`src/rtl/conv_pkg.sv`:
```
// rtl/conv_pkg.sv - shared state type, tap indices and width helper for the 3x3 convolution engine
package conv_pkg;

  typedef enum logic [1:0] {
    IDLE,
    RUN,
    FLUSH,
    DRAIN
  } conv_state_t;

  // Window rows (oldest line first) and columns (oldest pixel first)
  localparam int TAP_TOP    = 0;
  localparam int TAP_MID    = 1;
  localparam int TAP_BOT    = 2;
  localparam int TAP_LEFT   = 0;
  localparam int TAP_CENTRE = 1;
  localparam int TAP_RIGHT  = 2;

  function automatic int acc_width_default(input int data_width, input int coef_width);
    return data_width + coef_width + 4;
  endfunction

endpackage

```
`src/rtl/conv_line_buffer.sv`:
```
// rtl/conv_line_buffer.sv - two row delays over the pushed pixel stream; contents are never reset
module conv_line_buffer #(
  parameter int DATA_WIDTH = 8,
  parameter int IMG_WIDTH  = 32
) (
  input  logic                  clk,
  input  logic                  push,
  input  logic [DATA_WIDTH-1:0] data,
  output logic [DATA_WIDTH-1:0] tap_cur,
  output logic [DATA_WIDTH-1:0] tap_row1,
  output logic [DATA_WIDTH-1:0] tap_row2
);

  logic [DATA_WIDTH-1:0] sr [2*IMG_WIDTH];

  always_ff @(posedge clk) begin
    if (push) begin
      sr[0] <= data;
      for (int i = 2*IMG_WIDTH-1; i > 0; i--) begin
        sr[i] <= sr[i-1];
      end
    end
  end

  assign tap_cur  = data;
  assign tap_row1 = sr[IMG_WIDTH-1];
  assign tap_row2 = sr[2*IMG_WIDTH-1];

endmodule

```
`src/rtl/conv3x3_stream_engine.sv`:
```
// rtl/conv3x3_stream_engine.sv - streaming zero-padded 3x3 convolution with internal flush and backpressure
// CONV_SATURATE_EN adds a shift/clamp output stage (latency 4 instead of 3).
module conv3x3_stream_engine
  import conv_pkg::*;
#(
  parameter int DATA_WIDTH = 8,
  parameter int COEF_WIDTH = 8,
  parameter int IMG_WIDTH  = 32,
  parameter int IMG_HEIGHT = 32,
  parameter int ACC_WIDTH  = acc_width_default(DATA_WIDTH, COEF_WIDTH),
  parameter int OUT_SHIFT  = 0
) (
  input  logic                    clk,
  input  logic                    rst,
  input  logic                    in_valid,
  output logic                    in_ready,
  input  logic [DATA_WIDTH-1:0]   in_data,
  input  logic [9*COEF_WIDTH-1:0] flat_weights,
  output logic                    out_valid,
  input  logic                    out_ready,
  output logic [ACC_WIDTH-1:0]    out_pixel,
  output logic                    out_eol,
  output logic                    out_last
);

  localparam int NPIX  = IMG_WIDTH * IMG_HEIGHT;
  localparam int CNT_W = $clog2(NPIX + IMG_WIDTH + 2);
  localparam int COL_W = $clog2(IMG_WIDTH + 1);
  localparam int ROW_W = $clog2(IMG_HEIGHT + 1);
  localparam int FL_W  = $clog2(IMG_WIDTH + 2);

  if (IMG_WIDTH < 2 || IMG_HEIGHT < 2 || OUT_SHIFT < 0) begin : g_bad_params
    $error("conv3x3_stream_engine: image must be at least 2x2 and OUT_SHIFT non-negative");
  end

  conv_state_t             state;
  logic                    accept_en;
  logic                    stall;
  logic                    accept;
  logic                    flush_tick;
  logic                    push;
  logic                    complete;
  logic [DATA_WIDTH-1:0]   push_data;
  logic [CNT_W-1:0]        in_cnt;
  logic [CNT_W-1:0]        push_cnt;
  logic [COL_W-1:0]        ccol;
  logic [ROW_W-1:0]        crow;
  logic [FL_W-1:0]         fl_cnt;
  logic [9*COEF_WIDTH-1:0] weights;

  assign stall      = out_valid && !out_ready;
  assign in_ready   = accept_en && !stall;
  assign accept     = in_valid && in_ready;
  assign flush_tick = (state == FLUSH) && !stall;
  assign push       = accept || flush_tick;
  assign push_data  = accept ? in_data : '0;
  // Push index W+1 is the first one whose window is centred on pixel (0,0)
  assign complete   = push && (push_cnt >= CNT_W'(IMG_WIDTH + 1));

  always_ff @(posedge clk) begin
    if (rst) begin
      state     <= IDLE;
      accept_en <= 1'b0;
      in_cnt    <= '0;
      push_cnt  <= '0;
      ccol      <= '0;
      crow      <= '0;
      fl_cnt    <= '0;
      weights   <= '0;
    end else begin
      if (push) push_cnt <= push_cnt + 1'b1;
      if (complete) begin
        if (ccol == COL_W'(IMG_WIDTH - 1)) begin
          ccol <= '0;
          crow <= crow + 1'b1;
        end else begin
          ccol <= ccol + 1'b1;
        end
      end
      case (state)
        IDLE: begin
          accept_en <= 1'b1;
          if (accept) begin
            weights <= flat_weights;
            in_cnt  <= CNT_W'(1);
            state   <= RUN;
          end
        end
        RUN: begin
          if (accept) begin
            in_cnt <= in_cnt + 1'b1;
            if (in_cnt == CNT_W'(NPIX - 1)) begin
              accept_en <= 1'b0;
              state     <= FLUSH;
            end
          end
        end
        FLUSH: begin
          if (flush_tick) begin
            fl_cnt <= fl_cnt + 1'b1;
            if (fl_cnt == FL_W'(IMG_WIDTH)) state <= DRAIN;
          end
        end
        DRAIN: begin
          if (out_valid && out_ready && out_last) begin
            state     <= IDLE;
            accept_en <= 1'b1;
            in_cnt    <= '0;
            push_cnt  <= '0;
            ccol      <= '0;
            crow      <= '0;
            fl_cnt    <= '0;
          end
        end
        default: state <= IDLE;
      endcase
    end
  end

  logic [DATA_WIDTH-1:0] tap  [3];
  logic [DATA_WIDTH-1:0] hist [3][2];
  logic [DATA_WIDTH-1:0] win  [3][3];
  logic [2:0]            row_ok;
  logic [2:0]            col_ok;

  conv_line_buffer #(
    .DATA_WIDTH(DATA_WIDTH),
    .IMG_WIDTH (IMG_WIDTH)
  ) u_line_buffer (
    .clk     (clk),
    .push    (push),
    .data    (push_data),
    .tap_cur (tap[TAP_BOT]),
    .tap_row1(tap[TAP_MID]),
    .tap_row2(tap[TAP_TOP])
  );

  always_ff @(posedge clk) begin
    if (push) begin
      for (int i = 0; i < 3; i++) begin
        hist[i][0] <= hist[i][1];
        hist[i][1] <= tap[i];
      end
    end
  end

  // Borders are handled by masking taps, so stale line-buffer data never reaches the sum
  always_comb begin
    row_ok = 3'b111;
    col_ok = 3'b111;
    if (crow == '0)                     row_ok[TAP_TOP]   = 1'b0;
    if (crow == ROW_W'(IMG_HEIGHT - 1)) row_ok[TAP_BOT]   = 1'b0;
    if (ccol == '0)                     col_ok[TAP_LEFT]  = 1'b0;
    if (ccol == COL_W'(IMG_WIDTH - 1))  col_ok[TAP_RIGHT] = 1'b0;
    for (int i = 0; i < 3; i++) begin
      win[i][TAP_LEFT]   = hist[i][0];
      win[i][TAP_CENTRE] = hist[i][1];
      win[i][TAP_RIGHT]  = tap[i];
    end
  end

  function automatic logic signed [ACC_WIDTH-1:0] mul_tap(input logic [DATA_WIDTH-1:0] p,
                                                          input logic [COEF_WIDTH-1:0] k);
    logic signed [ACC_WIDTH-1:0] pe;
    logic signed [ACC_WIDTH-1:0] ke;
    pe = $signed({{(ACC_WIDTH-DATA_WIDTH){1'b0}}, p});
    ke = $signed({{(ACC_WIDTH-COEF_WIDTH){k[COEF_WIDTH-1]}}, k});
    return pe * ke;
  endfunction

  logic signed [ACC_WIDTH-1:0] prod_next [3][3];
  logic signed [ACC_WIDTH-1:0] prod      [3][3];
  logic signed [ACC_WIDTH-1:0] rsum      [3];
  logic                        v1, v2, eol1, eol2, last1, last2;

  always_comb begin
    for (int i = 0; i < 3; i++) begin
      for (int j = 0; j < 3; j++) begin
        prod_next[i][j] = '0;
        if (row_ok[i] && col_ok[j])
          prod_next[i][j] = mul_tap(win[i][j], weights[(3*i+j)*COEF_WIDTH +: COEF_WIDTH]);
      end
    end
  end

`ifdef CONV_SATURATE_EN
  localparam logic signed [ACC_WIDTH-1:0] PIX_MAX = ACC_WIDTH'((1 << DATA_WIDTH) - 1);

  logic signed [ACC_WIDTH-1:0] sum_q;
  logic                        v3, eol3, last3;

  function automatic logic [ACC_WIDTH-1:0] clamp_pixel(input logic signed [ACC_WIDTH-1:0] s);
    logic signed [ACC_WIDTH-1:0] sh;
    sh = s >>> OUT_SHIFT;
    if (sh < 0)       return '0;
    if (sh > PIX_MAX) return PIX_MAX;
    return sh;
  endfunction
`endif

  // A stall freezes every stage together, so valid bits simply travel with their data
  always_ff @(posedge clk) begin
    if (rst) begin
      v1        <= 1'b0;
      v2        <= 1'b0;
      eol1      <= 1'b0;
      eol2      <= 1'b0;
      last1     <= 1'b0;
      last2     <= 1'b0;
      out_valid <= 1'b0;
      out_pixel <= '0;
      out_eol   <= 1'b0;
      out_last  <= 1'b0;
      for (int i = 0; i < 3; i++) begin
        rsum[i] <= '0;
        for (int j = 0; j < 3; j++) prod[i][j] <= '0;
      end
`ifdef CONV_SATURATE_EN
      v3    <= 1'b0;
      eol3  <= 1'b0;
      last3 <= 1'b0;
      sum_q <= '0;
`endif
    end else if (!stall) begin
      v1    <= complete;
      eol1  <= (ccol == COL_W'(IMG_WIDTH - 1));
      last1 <= (ccol == COL_W'(IMG_WIDTH - 1)) && (crow == ROW_W'(IMG_HEIGHT - 1));
      for (int i = 0; i < 3; i++) begin
        for (int j = 0; j < 3; j++) prod[i][j] <= prod_next[i][j];
        rsum[i] <= prod[i][0] + prod[i][1] + prod[i][2];
      end
      v2    <= v1;
      eol2  <= eol1;
      last2 <= last1;
`ifdef CONV_SATURATE_EN
      v3        <= v2;
      eol3      <= eol2;
      last3     <= last2;
      sum_q     <= rsum[0] + rsum[1] + rsum[2];
      out_valid <= v3;
      out_eol   <= eol3;
      out_last  <= last3;
      out_pixel <= clamp_pixel(sum_q);
`else
      out_valid <= v2;
      out_eol   <= eol2;
      out_last  <= last2;
      out_pixel <= rsum[0] + rsum[1] + rsum[2];
`endif
    end
  end

endmodule

```
`config.mk`:
```
export PLATFORM = sky130hd
export DESIGN_NAME = conv3x3_stream_engine
export DESIGN_NICKNAME = d
export VERILOG_FILES = /design/src/rtl/conv_pkg.sv /design/src/rtl/conv_line_buffer.sv /design/src/rtl/conv3x3_stream_engine.sv
export SDC_FILE = /design/constraint.sdc
export NUM_CORES = 2
export LEC_CHECK = 0
export ABC_AREA = 1
export BUFFER_PORTS_ARGS = -buffer_cell sky130_fd_sc_hd__clkbuf_2
export CAP_MARGIN = 20
export CORE_MARGIN = 5
export CORE_UTILIZATION = 50
export DETAILED_ROUTE_END_ITERATION = 10
export HOLD_SLACK_MARGIN = 0.03
export PLACE_DENSITY = 0.67
export SYNTH_ARGS = -nofsm -noshare
export SYNTH_HDL_FRONTEND = slang
export SYNTH_SLANG_ARGS = --single-unit
```
`constraint.sdc`:
```
create_clock -name clk -period 11.61 [get_ports clk]
set_input_delay 2.322 -clock clk [delete_from_list [all_inputs] [get_ports clk]]
set_output_delay 2.322 -clock clk [all_outputs]
set_load 0.1 [all_outputs]
```
After elaboration in Yosys (flattened, before gate mapping)

Memory sizes are Yosys's and may differ from the RTL's.
Cells that the tools add are included.
W data, S select, Z words.

Add/sub/neg operators: 13
Multipliers: 9
$lt $le $gt $ge: 1
Eq/ne operators: 13
Multiplexer cells: 61
Bitwise gates (word level): 12
Reductions and logical operators: 25

Operators with widths:

| kind                    | count |
|---|---|
| $mux W20                | 20 |
| $add A20 B20 Y20        | 8 |
| $mul A9 B8 Y17          | 9 |
| $mux W11                | 6 |
| $mux W6                 | 10 |
| $pmux W11 S3            | 1 |
| $add A11 B1 Y11 const B | 2 |
| $add A6 B1 Y6 const B   | 3 |
| $mux W1                 | 14 |
| $eq A6 B5 Y1 const B    | 2 |
| $logic_and A1 B1 Y1     | 12 |
| $logic_not A6 Y1        | 2 |
| $mux W2                 | 6 |
| $or A1 B1 Y1            | 12 |
| $pmux W6 S2             | 1 |
| $eq A11 B10 Y1 const B  | 1 |
| $ge A11 B6 Y1 const B   | 1 |
| $ne A2 B2 Y1 const B    | 5 |
| $mux W8                 | 1 |
| $pmux W2 S4             | 1 |
| $reduce_and A4 Y1       | 2 |
| $eq A6 B6 Y1 const B    | 1 |
| $reduce_and A6 Y1       | 1 |
| $eq A2 B2 Y1 const B    | 2 |
| other kinds (10)        | 11 |

Flip-flop bits (word level): 144
RAM bits: 800
Bits of input ports: 84
Word-level logic and storage cells: 156
Memories: 4

Memories:

| name             | depth | bits a word | read ports | clocked after Yosys merged registers in | wr ports | RTL line                     | source |
|---|---|---|---|---|---|---|---|
| u_line_buffer.sr | 64    | 8           | 64         | 0                                       | 64       | conv_line_buffer.sv:14       | `logic [DATA_WIDTH-1:0] sr [2*IMG_WIDTH];` |
| prod             | 3     | 60          | 3          | 0                                       | 3        | conv3x3_stream_engine.sv:172 | `logic signed [ACC_WIDTH-1:0] prod [3][3];` |
| rsum             | 3     | 20          | 3          | 0                                       | 3        | conv3x3_stream_engine.sv:173 | `logic signed [ACC_WIDTH-1:0] rsum [3];` |
| hist             | 3     | 16          | 3          | 0                                       | 3        | conv3x3_stream_engine.sv:121 | `logic [DATA_WIDTH-1:0] hist [3][2];` |

Logic depth before layout (Yosys ltp)

Word-level depth: 10
Depth in mapped cells: 25
Mapped depth without buffers: 24

By module

From an unflattened synthesis, not the netlist that was laid out.

Cell total of the unflattened synthesis: 5719
Area, all modules: 56769.4 um^2

Modules (own cells, without submodules):

| module                | times used | cells each | area an instance (um^2) |
|---|---|---|---|
| conv3x3_stream_engine | 1          | 5199       | 41334.6 |
| conv_line_buffer      | 1          | 520        | 15434.8 |

Worst setup path after synthesis

OpenSTA, ideal clock, no wires.

Path type: input to register
Start: input out_ready
End: register push_cnt[10]
Arrival: 9.692 ns
Data required time: 11.195 ns
Setup slack: 1.503 ns
Stages on the path: 6
Buffers on the path: 1
Path through: nor2_4 nor2_4 nand2_2 nand2_2 buf_2 a211oi_1

Longest elaborated chain between the ends: 9
Elaborated cells on any way between the ends: 12
Classes of those cells: mux: 3; reduce/logical: 9

RTL lines:

| item                    | RTL line                     | source |
|---|---|---|
| from (decl)             | conv3x3_stream_engine.sv:20  | `input logic out_ready,` |
| $logic_not A1 Y1 (*)    | conv3x3_stream_engine.sv:51  | `assign stall = out_valid && !out_ready;` |
| $logic_and A1 B1 Y1 (*) | conv3x3_stream_engine.sv:51  |  |
| $logic_not A1 Y1 (*)    | --                           |  |
| $logic_and A1 B1 Y1 (*) | conv3x3_stream_engine.sv:52  | `assign in_ready = accept_en && !stall;` |
| via in_ready            | conv3x3_stream_engine.sv:16  | `output logic in_ready,` |
| $logic_and A1 B1 Y1 (*) | conv3x3_stream_engine.sv:53  | `assign accept = in_valid && in_ready;` |
| $logic_or A1 B1 Y1 (*)  | conv3x3_stream_engine.sv:55  | `assign push = accept \|\| flush_tick;` |
| $mux W11 (*)            | conv3x3_stream_engine.sv:71  | `if (push) push_cnt <= push_cnt + 1'b1;` |
| $mux W11                | conv3x3_stream_engine.sv:105 | `if (out_valid && out_ready && out_last) begin` |
| $mux W11 (*)            | conv3x3_stream_engine.sv:80  | `case (state)` |
| to (signal assigned)    | conv3x3_stream_engine.sv:71  |  |
| to (decl)               | conv3x3_stream_engine.sv:45  | `logic [CNT_W-1:0] push_cnt;` |

The timed path passes the listed nets; every way through them passes the cells marked *.
A chain may end at the register's enable or synchronous reset.

==> results by group <==
Status
  • Outcome: finished clean

Finish
  • Filler Cell Count: 9511
  • P&R area growth vs syn: 8.89%
  • N_diodes: 0
  • Final nets: 6542
  • Layout cells sized above 1: 6.06%

Setup path
  • Crit Path Max Fanout: 9
  • CP required: 12.02 ns
  • Critical Path Sink Type: register
  • Critical path, cell by cell: clkbuf_2 -> nor2_4 -> nor2_4 -> nand2_2 -> inv_2 -> nand2_1 -> inv_1 -> nand2_1 -> fa_1 -> fa_1 -> inv_1 -> fa_1 -> inv_1 -> fa_1 -> inv_1 -> ha_1 -> a21oi_1 -> o21ai_0 -> a21oi_1 -> or2_2 -> a21oi_1
  • Critical Path AT: 6.73 ns
  • Crit path kind: in -> reg
  • CP peak stage delay: 0.54 ns
  • Slowest cell on crit path: fa_1
  • Kind of launch point of the worst setup path: input pin

Global route
  • Grt met1 use: 27.7%
  • Initial antenna violation count: 1
  • GR met3 Demand/Resource: 2.34%
  • Global route hottest layer: met2
  • Largest net degree at the start of global routing: 180
  • Global-route met2 utilization: 34.0%
  • Gr ovfl total: 0
  • First-pass GRT wire length: 191 mm
  • Aggregate global-route resource usage: 20.2%
  • Vias in the first global route: 36562

Routing
  • Drt first pass iters: 6
  • Final wirelength: 116 mm
  • Wire per inst: 16.3 µm
  • Iter 0 DRT Violations: 2666
  • DR vias: 36476
  • Post-route DRC: 0
  • Final antenna-violating net count: 0
  • Via/cell ratio: 5.11

Synthesis
  • EDFF count, synth: 741
  • Synth warnings: 0
  • Syn nets: 6502
  • Syn avg cell area: 9.95 µm²
  • Top cell type's share of synthesized area: 40.3%
  • Post-synth top area cell: edfxtp_1
  • Post-Syn Area: 55100 µm²
  • Sequential fraction of the synthesis area: 45.6%
  • Ys async rst share: 0%
  • #FFs+latches synth: 885
  • Most area-consuming cells after synthesis: edfxtp_1 40%, fa_1 15%, ha_1 11%, nand2_1 7.7%, inv_1 7.3%
  • Most common flop cell mapped by yosys: edfxtp_1
  • Synth cell types: 46
  • Cells after Synth: 5541

Power
  • Pleak: 0.0281 µW
  • PwrDens: 193 nW/µm²
  • Overall Power: 11600 µW
  • IR Drop Worst-Case VDD: 0.469 mV

Die
  • Row count: 121
  • Die X: 342 µm
  • Core Box Area: 109000 µm²
  • Die area: 117000 µm²
  • Starting density of the core: 50.5%
  • Die extent in y: 342 µm
  • Ports: 108

STA
  • Setup TNS: 0 ns
  • Final setup violation count: 0
  • Final Cycle Share: 54.4%
  • Post-route minimum period: 6.32 ns
  • Rel. slew slack: 31.5%
  • Worst-margin pin slew: 1.03 ns
  • Fin. Hold Viols: 0
  • RSZ-0062 raised after global routing: no
  • Slew Viols, Final: 0
  • Max Freq: 158 MHz
  • Clock Skew: 0.0348 ns

CTS
  • Max Buffers Root-to-Sink: 3
  • Hold-fix buffers, CTS: 0
  • CTS root buf: clkbuf_16
  • Reg clk slew, reported paths: 0.07 ns
  • Clk sink count: 885
  • Post-CTS resize count: 0
  • Htree depth: 3
  • Num CTS Buffers: 92
  • CTS tree: done
  • Clk Latency, worst-skew pair: 0.68 ns
  • Post-CTS Setup Bufs: 0

Placement
  • PortBufs: 107
  • Final GP Congestion: 0.874
  • Detailed placement HPWL: 85.6 mm

Min path
  • Worst min path class: reg -> reg

Job
  • Max-cap violations: 0
layer usage:
metal / share of wire, % / wire, µm / vias to the layer above
met5: 0 / 0 / -
met2: 47 / 55300 / 774
met3: 4.2 / 4850 / 196
met1: 45 / 52900 / 17696
li1: - / - / 17810
met4: 2.9 / 3340 / 0
worst paths after layout:
check	cells after the start	from	end	slack [ns]
max reg2reg	21	out_valid	prod[0][130]	6.51
max	21	out_ready	prod[0][130]	5.29
min	0	u_line_buffer.sr[1][144]	u_line_buffer.sr[1][152]	0.41
min reg2reg	0	u_line_buffer.sr[1][144]	u_line_buffer.sr[1][152]	0.41
layout make-up:
cell class / count / area, µm² / area share, %
Inverter: 1091 / 4110 / 6.84
Clock inverter: 56 / 617 / 1.03
Clock buffer: 116 / 2490 / 4.14
Sequential cell: 885 / 25100 / 41.9
Multi-Input combinational cell: 3393 / 25200 / 42.0
Tap cell: 1476 / 1850 / 3.08
Timing Repair Buffer: 118 / 659 / 1.10
cells in the mapped netlist, types with 21 or more instances:
library cell / number
edfxtp_1: 741
nand3_1: 249
or2_2: 47
xor2_1: 21
a21oi_1: 360
inv_1: 1075
o21ai_0: 174
clkbuf_1: 139
dfxtp_1: 144
nor3_1: 37
nand2_1: 1132
nand4_1: 27
nor2_1: 370
fa_1: 407
ha_1: 470
cell families (layout without fill, tap and decap cells):
| logic type | after synthesis | count (layout) | synth area share, % |
|---|---|---|---|
| simple gates | 1891 | 1891 | 14.1 |
| flops | 885 | 885 | 45.6 |
| xor+xnor | 32 | 32 | 0.508 |
| fa+ha+maj | 877 | 877 | 25.4 |
| buf+inv | 1263 | 1381 | 8.78 |
| compound gates | 593 | 593 | 5.64 |
where the power goes:
part	leakage, µW	switching [µW]	internal (µW)	total (µW)
clock	0.00151	1280	1720	3000
sequential	0.00877	642	4700	5340
combinational	0.0178	2240	1020	3260
total	0.0281	4160	7440	11600
stage by stage:
step	area, µm²	setup slack (ns)	hold slack, ns	cells	util [%]
floorplan	55100	1.50	0.400	5541	-
global placement	56900	4.67	0.401	6961	52.1
detailed placement	56900	4.64	0.405	6961	52.1
CTS	60000	5.35	0.404	7133	55.0
global route	60100	5.00	0.414	7135	55.0
finish	60100	5.29	0.406	7135	55.0
sequential cells by signal (all words and copies together), names as in the netlist:
name and cells:
in_cnt 11, eol2 1, ccol 6, crow 6
out_valid 1, out_eol 1, out_pixel 20, out_last 1
accept_en 1, last1 1, v2 1, eol1 1
prod 153, weights 72, u_line_buffer.sr 497, v1 1
last2 1, state 2, rsum 60, fl_cnt 6
hist 31, push_cnt 11
critical path: cells and delay by family:
kind                       cells  cell delay (ns)
adders and majority gates      5             2.40
and+or+nand+nor                6             0.84
AOI/OAI and AO/OA              4             0.65
buffers and inverters          6             0.51
layout by cell type, fill, tap and decap left out, types with 6 or more instances in the layout:
cell,Yosys,layout
a21oi_1,360,360
xnor2_1,11,11
nand3_1,249,249
a31oi_1,7,7
nand4_1,27,27
nor3_1,37,37
or2_2,47,47
clkinv_2,1,13
nand2_1,1132,1131
fa_1,407,407
inv_1,1075,1074
ha_1,470,469
dfxtp_1,144,144
clkinv_1,4,19
xor2_1,21,21
clkbuf_2,0,108
a21boi_0,6,6
clkbuf_1,139,17
edfxtp_1,741,741
clkinv_4,0,6
nor2_1,370,369
buf_4,7,7
nand3b_1,8,8
a21o_1,10,10
bufinv_16,0,8
inv_2,10,10
o21bai_1,10,10
clkbuf_16,0,95
inv_6,0,6
o21ai_0,174,174
No activity file was read; power rests on OpenSTA's default activity.
